--- config.mk ---
export PLATFORM = sky130hd
export DESIGN_NAME = pi_loop_filter
export DESIGN_NICKNAME = d
export VERILOG_FILES = /design/src/rtl/adpll_pkg.sv /design/src/rtl/adpll_lock_detect.sv /design/src/rtl/pi_loop_filter.sv
export SDC_FILE = /design/constraint.sdc
export NUM_CORES = 1
export LEC_CHECK = 0
export ABC_AREA = 0
export BUFFER_PORTS_ARGS = -buffer_cell sky130_fd_sc_hd__buf_2
export CAP_MARGIN = 20
export CORE_MARGIN = 2
export CORE_UTILIZATION = 60
export CTS_BUF_LIST = sky130_fd_sc_hd__clkbuf_16
export DETAILED_ROUTE_END_ITERATION = 12
export HOLD_SLACK_MARGIN = 0.1
export PLACE_DENSITY = 0.79
export SETUP_SLACK_MARGIN = 0.2
export SLEW_MARGIN = 20
export SYNTH_ARGS = -nofsm -noshare
export SYNTH_HDL_FRONTEND = slang
export SYNTH_SLANG_ARGS = --single-unit
--- constraint.sdc ---
create_clock -name gen_clk_i -period 12 [get_ports gen_clk_i]
set_input_delay 0 -clock gen_clk_i [delete_from_list [all_inputs] [get_ports gen_clk_i]]
set_output_delay 0 -clock gen_clk_i [all_outputs]
set_load 0.02 [all_outputs]
--- src/rtl/adpll_pkg.sv ---
// Shared types, default widths and fixed-point helpers for the ADPLL loop filter.
// Helpers work on 32-bit signed values; callers slice results to their width.
package adpll_pkg;

  typedef enum logic {
    ACQ   = 1'b0,
    TRACK = 1'b1
  } lock_state_e;

  localparam int DEF_ERROR_WIDTH   = 8;
  localparam int DEF_DCO_CC_WIDTH  = 9;
  localparam int DEF_KP_WIDTH      = 4;
  localparam int DEF_KP_FRAC_WIDTH = 2;
  localparam int DEF_KI_WIDTH      = 6;
  localparam int DEF_KI_FRAC_WIDTH = 5;
  localparam int DEF_ACC_GUARD     = 2;

  localparam int KP_INT_WIDTH = DEF_KP_WIDTH - DEF_KP_FRAC_WIDTH;
  localparam int KI_INT_WIDTH = DEF_KI_WIDTH - DEF_KI_FRAC_WIDTH;
  localparam int ACC_WIDTH    = DEF_DCO_CC_WIDTH + DEF_ACC_GUARD
                              + DEF_KI_FRAC_WIDTH;

  // Clamp x to the range of a w-bit two's-complement number.
  function automatic logic signed [31:0] sat_w(
    input logic signed [31:0] x,
    input int                 w
  );
    logic signed [31:0] mx;
    logic signed [31:0] mn;
    mx = (32'sd1 <<< (w - 1)) - 32'sd1;
    mn = -(32'sd1 <<< (w - 1));
    if (x > mx)      return mx;
    else if (x < mn) return mn;
    else             return x;
  endfunction

  // Add b to a after moving b up by sh fraction bits.
  function automatic logic signed [31:0] add_aligned(
    input logic signed [31:0] a,
    input logic signed [31:0] b,
    input int                 sh
  );
    return a + (b <<< sh);
  endfunction

endpackage

--- src/rtl/adpll_lock_detect.sv ---
// Lock detector: window compare on the S2 error sample plus ACQ/TRACK FSM.
// Ports: clk_i, reset_i (sync, high), e1_i/v1_i (S2 sample), locked_o (registered).
module adpll_lock_detect
  import adpll_pkg::*;
#(
  parameter int ERROR_WIDTH  = 8,
  parameter int LOCK_THRESH  = 2,
  parameter int LOCK_COUNT   = 16,
  parameter int UNLOCK_COUNT = 4
) (
  input  logic                          clk_i,
  input  logic                          reset_i,
  input  logic signed [ERROR_WIDTH-1:0] e1_i,
  input  logic                          v1_i,
  output logic                          locked_o
);

  localparam int CMAX = (LOCK_COUNT > UNLOCK_COUNT)
                      ? LOCK_COUNT : UNLOCK_COUNT;
  localparam int CW   = $clog2(CMAX) + 1;

  lock_state_e        state_q;
  logic [CW-1:0]      cnt_q;
  logic               locked_q;
  logic signed [31:0] e_x;
  logic signed [31:0] mag;
  logic               in_win;

  always_comb begin
    e_x    = 32'(e1_i);
    mag    = (e_x < 32'sd0) ? -e_x : e_x;
    in_win = (mag <= LOCK_THRESH);
  end

  always_ff @(posedge clk_i) begin
    if (reset_i) begin
      state_q  <= ACQ;
      cnt_q    <= '0;
      locked_q <= 1'b0;
    end else if (v1_i) begin
      unique case (state_q)
        ACQ: begin
          if (!in_win) begin
            cnt_q <= '0;
          end else if (cnt_q == CW'(LOCK_COUNT - 1)) begin
            state_q  <= TRACK;
            cnt_q    <= '0;
            locked_q <= 1'b1;
          end else begin
            cnt_q <= cnt_q + CW'(1);
          end
        end
        TRACK: begin
          if (in_win) begin
            cnt_q <= '0;
          end else if (cnt_q == CW'(UNLOCK_COUNT - 1)) begin
            state_q  <= ACQ;
            cnt_q    <= '0;
            locked_q <= 1'b0;
          end else begin
            cnt_q <= cnt_q + CW'(1);
          end
        end
      endcase
    end
  end

  assign locked_o = locked_q;

endmodule

--- src/rtl/pi_loop_filter.sv ---
// Two-stage PI loop filter with lock-switched gains, saturating integrator
// with anti-windup and clamped output; error in, DCO control code out.
module pi_loop_filter
  import adpll_pkg::*;
#(
  parameter int ERROR_WIDTH   = DEF_ERROR_WIDTH,
  parameter int DCO_CC_WIDTH  = DEF_DCO_CC_WIDTH,
  parameter int KP_WIDTH      = DEF_KP_WIDTH,
  parameter int KP_FRAC_WIDTH = DEF_KP_FRAC_WIDTH,
  parameter int KI_WIDTH      = DEF_KI_WIDTH,
  parameter int KI_FRAC_WIDTH = DEF_KI_FRAC_WIDTH,
  parameter int ACC_GUARD     = DEF_ACC_GUARD,
  parameter int LOCK_THRESH   = 2,
  parameter int LOCK_COUNT    = 16,
  parameter int UNLOCK_COUNT  = 4
) (
  input  logic                           gen_clk_i,
  input  logic                           reset_i,
  input  logic                           error_valid_i,
  input  logic signed [ERROR_WIDTH-1:0]  error_i,
  input  logic        [KP_WIDTH-1:0]     kp_acq_i,
  input  logic        [KI_WIDTH-1:0]     ki_acq_i,
  input  logic        [KP_WIDTH-1:0]     kp_trk_i,
  input  logic        [KI_WIDTH-1:0]     ki_trk_i,
  input  logic                           freeze_i,
  output logic signed [DCO_CC_WIDTH-1:0] dco_cc_o,
  output logic                           dco_cc_valid_o,
  output logic                           locked_o,
  output logic                           sat_o
);

  localparam int ACC_W = DCO_CC_WIDTH + ACC_GUARD + KI_FRAC_WIDTH;
  localparam int ALIGN = KI_FRAC_WIDTH - KP_FRAC_WIDTH;
  localparam logic signed [31:0] OUT_MAX =
    (32'sd1 <<< (DCO_CC_WIDTH - 1)) - 32'sd1;
  localparam logic signed [31:0] OUT_MIN =
    -(32'sd1 <<< (DCO_CC_WIDTH - 1));

  logic signed [ERROR_WIDTH-1:0]  e1_q, e1_d;
  logic                           v1_q, v1_d;
  logic                           frz1_q, frz1_d;
  logic signed [ACC_W-1:0]        integ_q, integ_d;
  logic signed [DCO_CC_WIDTH-1:0] dco_q, dco_d;
  logic                           valid_q, valid_d;
  logic                           sat_q, sat_d;
  logic                           locked;

  logic [KP_WIDTH-1:0] kp_sel;
  logic [KI_WIDTH-1:0] ki_sel;
  logic signed [31:0]  e_x, kp_x, ki_x;
  logic signed [31:0]  p_x, inc_x, cand_x, sum_x, out_x, clip_x;
  logic                clamp_hi, clamp_lo, hold;

  adpll_lock_detect #(
    .ERROR_WIDTH  (ERROR_WIDTH),
    .LOCK_THRESH  (LOCK_THRESH),
    .LOCK_COUNT   (LOCK_COUNT),
    .UNLOCK_COUNT (UNLOCK_COUNT)
  ) u_lock (
    .clk_i    (gen_clk_i),
    .reset_i  (reset_i),
    .e1_i     (e1_q),
    .v1_i     (v1_q),
    .locked_o (locked)
  );

  always_comb begin
    v1_d   = error_valid_i;
    e1_d   = error_valid_i ? error_i  : e1_q;
    frz1_d = error_valid_i ? freeze_i : frz1_q;

    kp_sel = locked ? kp_trk_i : kp_acq_i;
    ki_sel = locked ? ki_trk_i : ki_acq_i;

    e_x    = 32'(e1_q);
    kp_x   = 32'(kp_sel);
    ki_x   = 32'(ki_sel);
    p_x    = e_x * kp_x;
    inc_x  = e_x * ki_x;
    cand_x = sat_w(32'(integ_q) + inc_x, ACC_W);
    sum_x  = add_aligned(cand_x, p_x, ALIGN);
    // Arithmetic shift drops the fraction as a floor.
    out_x  = sum_x >>> KI_FRAC_WIDTH;
    clip_x = sat_w(out_x, DCO_CC_WIDTH);

    clamp_hi = (out_x > OUT_MAX);
    clamp_lo = (out_x < OUT_MIN);
    // Stop integrating further into a clamped rail.
    hold = frz1_q
         | (clamp_hi & (inc_x > 32'sd0))
         | (clamp_lo & (inc_x < 32'sd0));

    integ_d = integ_q;
    dco_d   = dco_q;
    sat_d   = sat_q;
    valid_d = 1'b0;
    if (v1_q) begin
      dco_d   = clip_x[DCO_CC_WIDTH-1:0];
      sat_d   = clamp_hi | clamp_lo;
      valid_d = 1'b1;
      if (!hold) integ_d = cand_x[ACC_W-1:0];
    end
  end

  always_ff @(posedge gen_clk_i) begin
    if (reset_i) begin
      e1_q    <= '0;
      v1_q    <= 1'b0;
      frz1_q  <= 1'b0;
      integ_q <= '0;
      dco_q   <= '0;
      valid_q <= 1'b0;
      sat_q   <= 1'b0;
    end else begin
      e1_q    <= e1_d;
      v1_q    <= v1_d;
      frz1_q  <= frz1_d;
      integ_q <= integ_d;
      dco_q   <= dco_d;
      valid_q <= valid_d;
      sat_q   <= sat_d;
    end
  end

  assign dco_cc_o       = dco_q;
  assign dco_cc_valid_o = valid_q;
  assign sat_o          = sat_q;
  assign locked_o       = locked;

endmodule

---- Word-level counts from Yosys, hierarchy flattened ----
Cells that the tools add are included.
word-level totals
  bits in registers ....................... 44
  latch bits .............................. 0
  memory bits (writable) .................. 0
  ROM bits ................................ 0
  input port bits ......................... 32
  output and inout port bits .............. 12
  logic and storage cells ................. 62
  memories ................................ 0
cells by class
  add/subtract/negate cells ............... 4
  multiply operators ...................... 2
  divide/modulo/power cells ............... 0
  order comparisons ....................... 8
  eq/ne operators ......................... 6
  shift operators ......................... 0
  mux-type cells .......................... 23
  bitwise operators ....................... 7
  reductions and logical operators ........ 2
operators by type and width
  kind                  count
  $mux 32               3
  $add 32x16->32        1
  $le 32x3->1 const B   1
  $neg 8->32            1
  $gt 27x9->1 const B   1
  $lt 27x9->1 const B   1
  $mux 5                4
  $mux 9                2
  $add 16x15->17        1
  $gt 17x16->1 const B  1
  $lt 17x16->1 const B  1
  $gt 15x1->1 const B   1
  $lt 15x1->1 const B   1
  $mul 8x7->15          1
  $mul 8x5->13          1
  $pmux 5 s2            1
  $mux 1                9
  $lt 8x1->1 const B    1
  $mux 6                1
  $add 5x1->5 const B   1
  $eq 5x2->1 const B    1
  $eq 5x4->1 const B    1
  $reduce_and 5->1      1
  $mux 4                1
  7 further kinds       14

---- Logic depth before layout (Yosys ltp) ----
Gate-level depths: netlist (run 1).
  depth in word-level cells ............... 13
  mapped depth ............................ 44
  mapped depth without buffers ............ 40

---- Hierarchy ----
From an unflattened synthesis (run 1), not the netlist that was laid out.
unflattened totals
  cell total of the unflattened synthesis .. 840
  area total of the unflattened synthesis .. 6969.2 µm²
by module, submodules not included
  module             times used  cells an instance  area an instance (µm²)  seq. area each (µm²)
  pi_loop_filter     1           774                6404.9                  740.7
  adpll_lock_detect  1           66                 564.3                   140.1

---- Worst setup path before layout (run 1) ----
OpenSTA, ideal clock, no wires.
  path kind ............................... flip-flop to flip-flop
  start ................................... register u_lock.locked_q, in the netlist u_lock.locked_o
  end ..................................... register integ_q[10]
  library setup time ...................... 0.074 ns
  arrival ................................. 9.361 ns
  required time ........................... 11.926 ns
  setup slack ............................. 2.565 ns
  stages on the path, launching flop included .. 41
  buffers on the path ..................... 4
  clock period less this slack ............ 9.435 ns
  cells stage by stage .................... dfxtp_1 -> buf_2 -> buf_1 -> mux2_2 -> and2_1 -> fa_1 -> inv_1 -> fa_1 -> inv_1 -> fa_1 -> fa_1 -> ha_1 -> o21ai_0 -> a21oi_1 -> o41ai_2 -> o211ai_1 -> o21ai_0 -> xnor2_1 -> [... 5 more ...] -> xor2_1 -> nand2_1 -> nand2_1 -> ha_1 -> a21o_1 -> a21o_1 -> a21o_1 -> a21oi_1 -> nand2_1 -> a21o_1 -> or4_1 -> a211oi_1 -> o31a_2 -> o21a_1 -> buf_6 -> buf_6 -> a21oi_1 -> nor3_2
on the way
  longest elaborated chain between the ends .. 13
  elaborated cells on any way between the ends .. 20
  classes of those cells .................. add/sub: 2; mul: 2; order compare: 6; mux: 4; bitwise: 5; reduce/logical: 1
RTL lines
  item                                   RTL line                 RTL
  start: declaration                     adpll_lock_detect.sv:24  logic locked_q;
  start signal: assignment               adpll_lock_detect.sv:39  locked_q <= 1'b0;
  start signal: assignment               adpll_lock_detect.sv:48  locked_q <= 1'b1;
  start signal: assignment               adpll_lock_detect.sv:59  locked_q <= 1'b0;
  $mux 6 (*)                             pi_loop_filter.sv:73     ki_sel = locked ? ki_trk_i : ki_acq_i;
  $mul 8x7->15 (*)                       pi_loop_filter.sv:79     inc_x = e_x * ki_x;
  $add 16x15->17 (*)                     pi_loop_filter.sv:80     cand_x = sat_w(32'(integ_q) + inc_x, ACC_W);
  $lt 17x16->1                           adpll_pkg.sv:33          else if (x < mn) return mn;
  $mux 32                                adpll_pkg.sv:33
  $mux 32 (*)                            adpll_pkg.sv:32          if (x > mx) return mx;
  named net cand_x[5]                    pi_loop_filter.sv:51     logic signed [31:0] p_x, inc_x, cand_x, sum_x, out_x, clip_x;
  $add 32x16->32 (*)                     adpll_pkg.sv:43          return a + (b <<< sh);
  $gt 27x9->1                            pi_loop_filter.sv:86     clamp_hi = (out_x > OUT_MAX);
  $and 1x1->1                            pi_loop_filter.sv:90     | (clamp_hi & (inc_x > 32'sd0))
  $or 1x1->1                             pi_loop_filter.sv:90
  $or 1x1->1 (*)                         pi_loop_filter.sv:91     | (clamp_lo & (inc_x < 32'sd0));
  $not 1->1 (no source line) (*)         -
  $reduce_and 2->1 (no source line) (*)  -
  end signal: assignment                 pi_loop_filter.sv:118    integ_q <= integ_d;
  end: declaration                       pi_loop_filter.sv:42     logic signed [ACC_W-1:0] integ_q, integ_d;
The timed path passes the listed nets; every way through them passes the cells marked *.
A chain may end at the register's enable or synchronous reset.

---- Final worst setup path (run 1) ----
  start ................................... register u_lock.locked_q, in the netlist u_lock.locked_o
  end ..................................... register integ_q[2]
The elaborated chain is that of the path after synthesis.

==> qor.yml, run 1 <==
drive_gt1_share_pct: 9.23
clk_pin_slew_ns: 0.06
ys_types: 72
crit_slowest_cell: "dfxtp_1"
grt_max_degree: 45
synth-seq-area-share_pct: 12.8
syn-num-nets: 1019
hold_ws_ns: 0.143
slew_viol_final: 0
drc: 0
fin_skew_ns: 0.00918
critPathArrivalTime_ns: 10.95
max_stage_delay_ns: 0.78
antenna_found_initial: 0
synthFlopType: "dfxtp_1"
clock_power_share_pct: 10.1
grt_pass1_vias: 5923
fillers: 1002
cts-root-buf: "clkbuf_16"
dieArea_um2: 12300
synth_edf_count: 0
dpl.hpwl_um: 12900
rsz0062_at_grt: "false"
clock.fmax_ghz: 0.0930
finalSetupTns_ns: 0
outcome: "finished, final reports clean"
diodes: 0
ys_ff_latch: 44
boundaryPins: 44
comb_power_share_pct: 75.8
syn_inst: 846
power.switching_w: 0.000732
maxCapViolations: 0
crit_fanout: 19
setup_viol: 0
avgViaCountPerCell: 5.89
drtPass1Iterations: 5
timing.final.crit_share_pct: 89.6
relSlewSlack_pct: 34.8
timing.final.hold_violations: 0
postSynth.asyncResetShare_pct: 0
tritoncts: "done"
place.port_buffers: 43
p_per_area_nw_per_um2: 185
synth_top_area_share_pct: 16.0
grtUsageTotal_pct: 26.8
grt_pass1_wl_um: 27400
period_needed_ns: 10.75
fp.dieH_um: 111
p_int_w: 0.000631
p_seq_share_pct: 14.1
detail_route.iter0.violations: 324
gp_congestion: 0.926
detail-route-antenna-nets: 0
cts.htree.levels: 2
drt_wl_total_um: 16200
p_leak_nw: 3.64
path_class: "register to register"
syn_area_um2: 6880
required_ns: 12.20
clock_latency_ns: 0.30
syn_to_final_growth_pct: 7.04
synthTopCellsByArea: "ha_1, fa_1, dfxtp_1, inv_1, a21oi_1"
tightest_slew_ns: 0.972
die_width_um: 111
start_kind: "register"
worstSetupEndpointType: "register"
ys.warnings.count: 0
clk_path_buf_depth: 2
swShare_pct: 53.7
cts_buffers: 5
vias: 6016
avgSynthCellArea_um2: 8.14
core-area_um2: 11300
wire_per_inst_um: 15.9
synth_area_leader_cell: "ha_1"
overflow: 0
start_util_pct: 60.8
rows: 39
cts_sinks: 44
hp-class: "primary input to register"
nets: 1051
ir_drop_uv: 119
area by class of cell:
cell class              count  area [um2]  area share (%)
clock buffers               5         125            1.70
multi-input cells         655        5410            73.5
well taps                 143         179            2.43
flip-flops and latches     44         881            12.0
inverters                 120         450            6.11
clock inverters             2        12.5           0.170
repair buffers             52         305            4.14
layer usage:
| metal | routed length, um | track usage (%) |
|---|---|---|
| met3 | 1020 | 3.61 |
| met4 | 397 | 9.30 |
| met2 | 7850 | 45.4 |
| met5 | 0 | 0 |
| met1 | 6950 | 35.2 |
stage by stage:
step           setup slack [ns]  std cells  utilization [%]  total power [W]  area (um2)
2_1_floorplan              2.56        846                -          0.00100        6880
3_3_place_gp               1.78       1005             63.1          0.00119        7140
3_5_place_dp               1.44       1005             63.1          0.00120        7140
4_1_cts                    1.39       1021             65.1          0.00134        7370
5_1_grt                   0.475       1021             65.1          0.00148        7370
6_report                   1.25       1021             65.1          0.00136        7370
kinds of logic after synthesis:
| kind of cell | synth area share, % |
|---|---|
| mux | 3.25 |
| compound gates | 18.0 |
| buf+inv | 8.54 |
| fa+ha+maj | 32.1 |
| flops | 12.8 |
| simple gates | 18.8 |
| xor+xnor | 6.47 |
power by group through the flow:
stage                     sequential [W]  combinational (W)  clock, W
final                           0.000192            0.00103  0.000138
after global routing            0.000195            0.00113  0.000145
after CTS                       0.000192            0.00101  0.000138
after detailed placement        0.000195            0.00100         0
after global placement          0.000194           0.000991         0
after floorplan                 0.000200           0.000802         0
placed cells by master (no fill, tap or decap), types with 8 or more instances in the layout:
| cell type | Yosys | final |
|---|---|---|
| and2_1 | 9 | 9 |
| a21oi_1 | 69 | 69 |
| dlygate4sd3_1 | 0 | 9 |
| a21o_1 | 22 | 22 |
| dfxtp_1 | 44 | 44 |
| ha_1 | 88 | 88 |
| nand2b_1 | 15 | 15 |
| xor2_1 | 14 | 14 |
| mux2i_1 | 19 | 19 |
| nor2_1 | 78 | 78 |
| fa_1 | 53 | 53 |
| xnor2_1 | 35 | 35 |
| o21ai_0 | 18 | 18 |
| inv_1 | 118 | 118 |
| buf_2 | 2 | 43 |
| nand2_1 | 46 | 46 |
| nor3_1 | 37 | 37 |
| nor2b_1 | 34 | 34 |
| a211oi_1 | 8 | 8 |
worst max-delay path, delay by kind of cell, from the launching register on:
| kind | cells | cell delay [ns] |
|---|---|---|
| xor+xnor | 2 | 0.91 |
| flops | 1 | 0.78 |
| simple gates | 10 | 1.90 |
| fa+ha+maj | 7 | 2.99 |
| mux | 1 | 0.64 |
| compound gates | 14 | 3.22 |
| buf+inv | 3 | 0.19 |
flip-flops by register name, indices dropped and copies added, names as in the netlist:
signal / count
dco_cc_o: 9
dco_cc_valid_o: 1
e1_q: 8
frz1_q: 1
integ_q: 16
sat_o: 1
u_lock.cnt_q: 5
u_lock.locked_o: 1
u_lock.state_q: 1
v1_q: 1
Yosys cell counts (4+ instances only):
cell	n
a211oi_1	8
a21o_1	22
a21oi_1	69
a31oi_1	5
and2_1	9
buf_6	4
clkbuf_1	17
dfxtp_1	44
fa_1	53
ha_1	88
inv_1	118
maj3_1	5
mux2i_1	19
nand2_1	46
nand2b_1	15
nand3_1	7
nand4_1	5
nor2_1	78
nor2b_1	34
nor3_1	37
nor3_2	6
o211ai_1	6
o21a_1	7
o21ai_0	18
o21ai_1	5
o21bai_1	6
or4_1	5
xnor2_1	35
xor2_1	14
final timing paths:
check | startpoint | endpoint | slack (ns) | cells after the start
max | u_lock.locked_o$_SDFFE_PP0P_ | integ_q[2]$_SDFFE_PP0P_ | 1.25 | 37
min | error_valid_i | v1_q$_SDFF_PP0_ | 0.14 | 2
max reg2reg | u_lock.locked_o$_SDFFE_PP0P_ | integ_q[2]$_SDFFE_PP0P_ | 1.25 | 37
min reg2reg | dco_cc_o[3]$_SDFFE_PP0P_ | dco_cc_o[3]$_SDFFE_PP0P_ | 0.47 | 2
repair_timing:
action                    4_1_cts  5_1_grt
resized for setup               0        0
setup buffers                   0        0
hold buffers                    9        0
hold endpoints to repair        9        0
Power figures use the tool's default switching activity.
==> inputs of run 2 (changes only) <==
Settings changed: CORE_UTILIZATION 60 to 35, PLACE_DENSITY 0.79 to unset.
Clock period 12 ns to 12.9 ns, I/O delays scaled along.
==> run 2 against run 1 <==
  * Clock power rose by 6%
  * Global-route usage fell by 12 points
  * Via count fell by 4.3%
  * Sequential share of layout area fell by 0.30 points
==> qor.yml, run 2 (synthesized netlist as in run 1, its figures left out) <==
period_needed_ns: 10.86  # +0.111 ns
largest_reg_flops: 16  # unchanged
boundaryPins: 44  # unchanged
required_ns: 13.10  # +0.90 ns
min_to: "v1_q$_SDFF_PP0_"
place.port_buffers: 43  # unchanged
finalSetupTns_ns: 0  # unchanged
clock_latency_ns: 0.29  # about the same
syn_to_final_growth_pct: 9.78
clk_pin_slew_ns: 0.07  # about the same
dpl.cell_count: 1128  # +12%
hold_ws_ns: 0.137  # -0.00641 ns
finalInstanceArea_um2: 7560  # +2.6%
detail-route-antenna-nets: 0  # unchanged
detail_route.iter0.violations: 212  # -35%
ir_drop_uv: 80.9  # -32%
grt_max_degree: 45  # unchanged
relSlewSlack_pct: 37.4  # +2.7 points
r2r_end: "integ_q[1]$_SDFFE_PP0P_"
path_buf_inv: 3  # unchanged
worstSetupEndpointType: "register"
avgViaCountPerCell: 5.03  # -15%
worstHoldStart: "error_valid_i"
cts_sinks: 44  # unchanged
p_leak_nw: 3.66  # +0.67%
dieArea_um2: 20800  # +69%
drt_wl_total_um: 15700  # -3.3%
instances_no_fill: 1146  # +12%
cts_buffers: 5  # unchanged
grtUsageTotal_pct: 15.1  # -12 points
gp_congestion: 0.875  # -5.5%
final_cell_mix: "inv_1, ha_1, nor2_1"
clk_path_buf_depth: 2  # unchanged
cts.htree.levels: 2  # unchanged
p_per_area_nw_per_um2: 169  # -8.6%
cts-root-buf: "clkbuf_16"
rsz0062_at_grt: "false"
slew_viol_final: 0  # unchanged
drtPass1Iterations: 4  # -1
setup_viol: 0  # unchanged
fp.dieH_um: 144  # +30%
tightest_slew_ns: 0.938  # -0.0337 ns
crit_fanout: 19  # unchanged
core-area_um2: 19400  # +71%
path_class: "register to register"
grt_pass1_vias: 5262  # -11%
dpl.hpwl_um: 12800  # -0.88%
cpLargestDelayFamily: "compound AO/OA/AOI/OAI gates"
holdPathStages: 2  # unchanged
vias: 5760  # -4.3%
grt_pass1_wl_um: 25600  # -6.6%
r2r_slack_ns: 2.04  # +0.79 ns
crit_slowest_cell: "dfxtp_1"
drive_gt1_share_pct: 9.32  # +0.093 points
timing.final.hold_violations: 0  # unchanged
fin_skew_ns: 0.0112  # +0.00201 ns
timing.final.crit_share_pct: 84.2  # -5.4 points
critPathArrivalTime_ns: 11.06  # +0.11 ns
top_register: "integ_q"
drc: 0  # unchanged
cts_setup_buffers: 0  # unchanged
max_stage_delay_ns: 0.82  # +0.04 ns
overflow: 0  # unchanged
start_util_pct: 35.5  # -25 points
nets: 1052  # +0.095%
clock.fmax_ghz: 0.0921  # -1.0%
rows: 51  # +31%
maxCapViolations: 0  # unchanged
outcome: "finished, final reports clean"
worstRegToRegCells: 37  # unchanged
hp-class: "primary input to register"
start_kind: "register"
die_width_um: 144  # +30%
tritoncts: "done"
placed_area_um2: 7300  # +2.2%
layout_commonest_cell: "inv_1"
r2r-start: "u_lock.locked_o$_SDFFE_PP0P_"
antenna_found_initial: 0  # unchanged
wire_per_inst_um: 13.7  # -14%
p_total_w: 0.00128  # -6.3%
[run 2: cell count changes in the layout (fill, tap and decap cells not counted), sizes merged]
cell	previous run	this run
buf	43	44
bufinv	0	1
clkinvlp	1	0
diode	0	1
inv	119	120
[run 2: per-layer routing]
metal	vias up	GRT usage, %	wire [um]
met5	-	0	0
met4	0	3.17	191
met3	9	1.23	361
met2	78	26.0	7330
met1	2742	20.9	7790
li1	2931	-	-
[run 2: timing repair]
item                      in CTS  in global routing
resized for setup              0                  0
hold endpoints to repair       9                  0
hold buffers                   9                  0
[run 2: worst max path at each step]
stage                                 start                        to  slack, ns  depth (start not counted)
2_1_floorplan  u_lock.locked_o$_SDFFE_PP0P_  integ_q[10]$_SDFFE_PP0P_       3.46                         40
3_3_place_gp   u_lock.locked_o$_SDFFE_PP0P_  integ_q[15]$_SDFFE_PP0P_       2.33                         37
3_5_place_dp   u_lock.locked_o$_SDFFE_PP0P_   integ_q[2]$_SDFFE_PP0P_       2.09                         37
4_1_cts        u_lock.locked_o$_SDFFE_PP0P_  integ_q[15]$_SDFFE_PP0P_       2.05                         37
5_1_grt        u_lock.locked_o$_SDFFE_PP0P_  integ_q[15]$_SDFFE_PP0P_       1.31                         37
6_report       u_lock.locked_o$_SDFFE_PP0P_   integ_q[1]$_SDFFE_PP0P_       2.04                         37
[run 2: metrics by stage]
stage                     util (%)  setup slack, ns
final                         39.0             2.04
after global routing          38.9             1.31
after CTS                     38.9             2.05
after detailed placement      37.6             2.09
after global placement        37.6             2.33
after floorplan                  -             3.46
[run 2: power breakdown]
group	internal [W]	switching, W
logic	0.000356	0.000597
clock network	0.0000904	0.0000555
registers	0.000160	0.0000189
total	0.000606	0.000672
[run 2: area by class of cell]
class / count / area (um2)
Fill cell: 2081 / 11800
Multi-Input combinational cell: 655 / 5410
Sequential cell: 44 / 881
Inverter: 120 / 450
Tap cell: 265 / 332
Timing Repair Buffer: 53 / 313
Clock buffer: 5 / 125
Clock inverter: 3 / 38.8
Antenna cell: 1 / 2.50
[run 2: worst register-to-register path: cells and delay by family, from the launching register on]
kind / cells / cell delay [ns]
flops: 1 / 0.82
fa+ha+maj: 7 / 3.02
mux: 1 / 0.64
simple gates: 10 / 1.91
buf+inv: 3 / 0.18
compound gates: 14 / 3.26
xor+xnor: 2 / 0.94
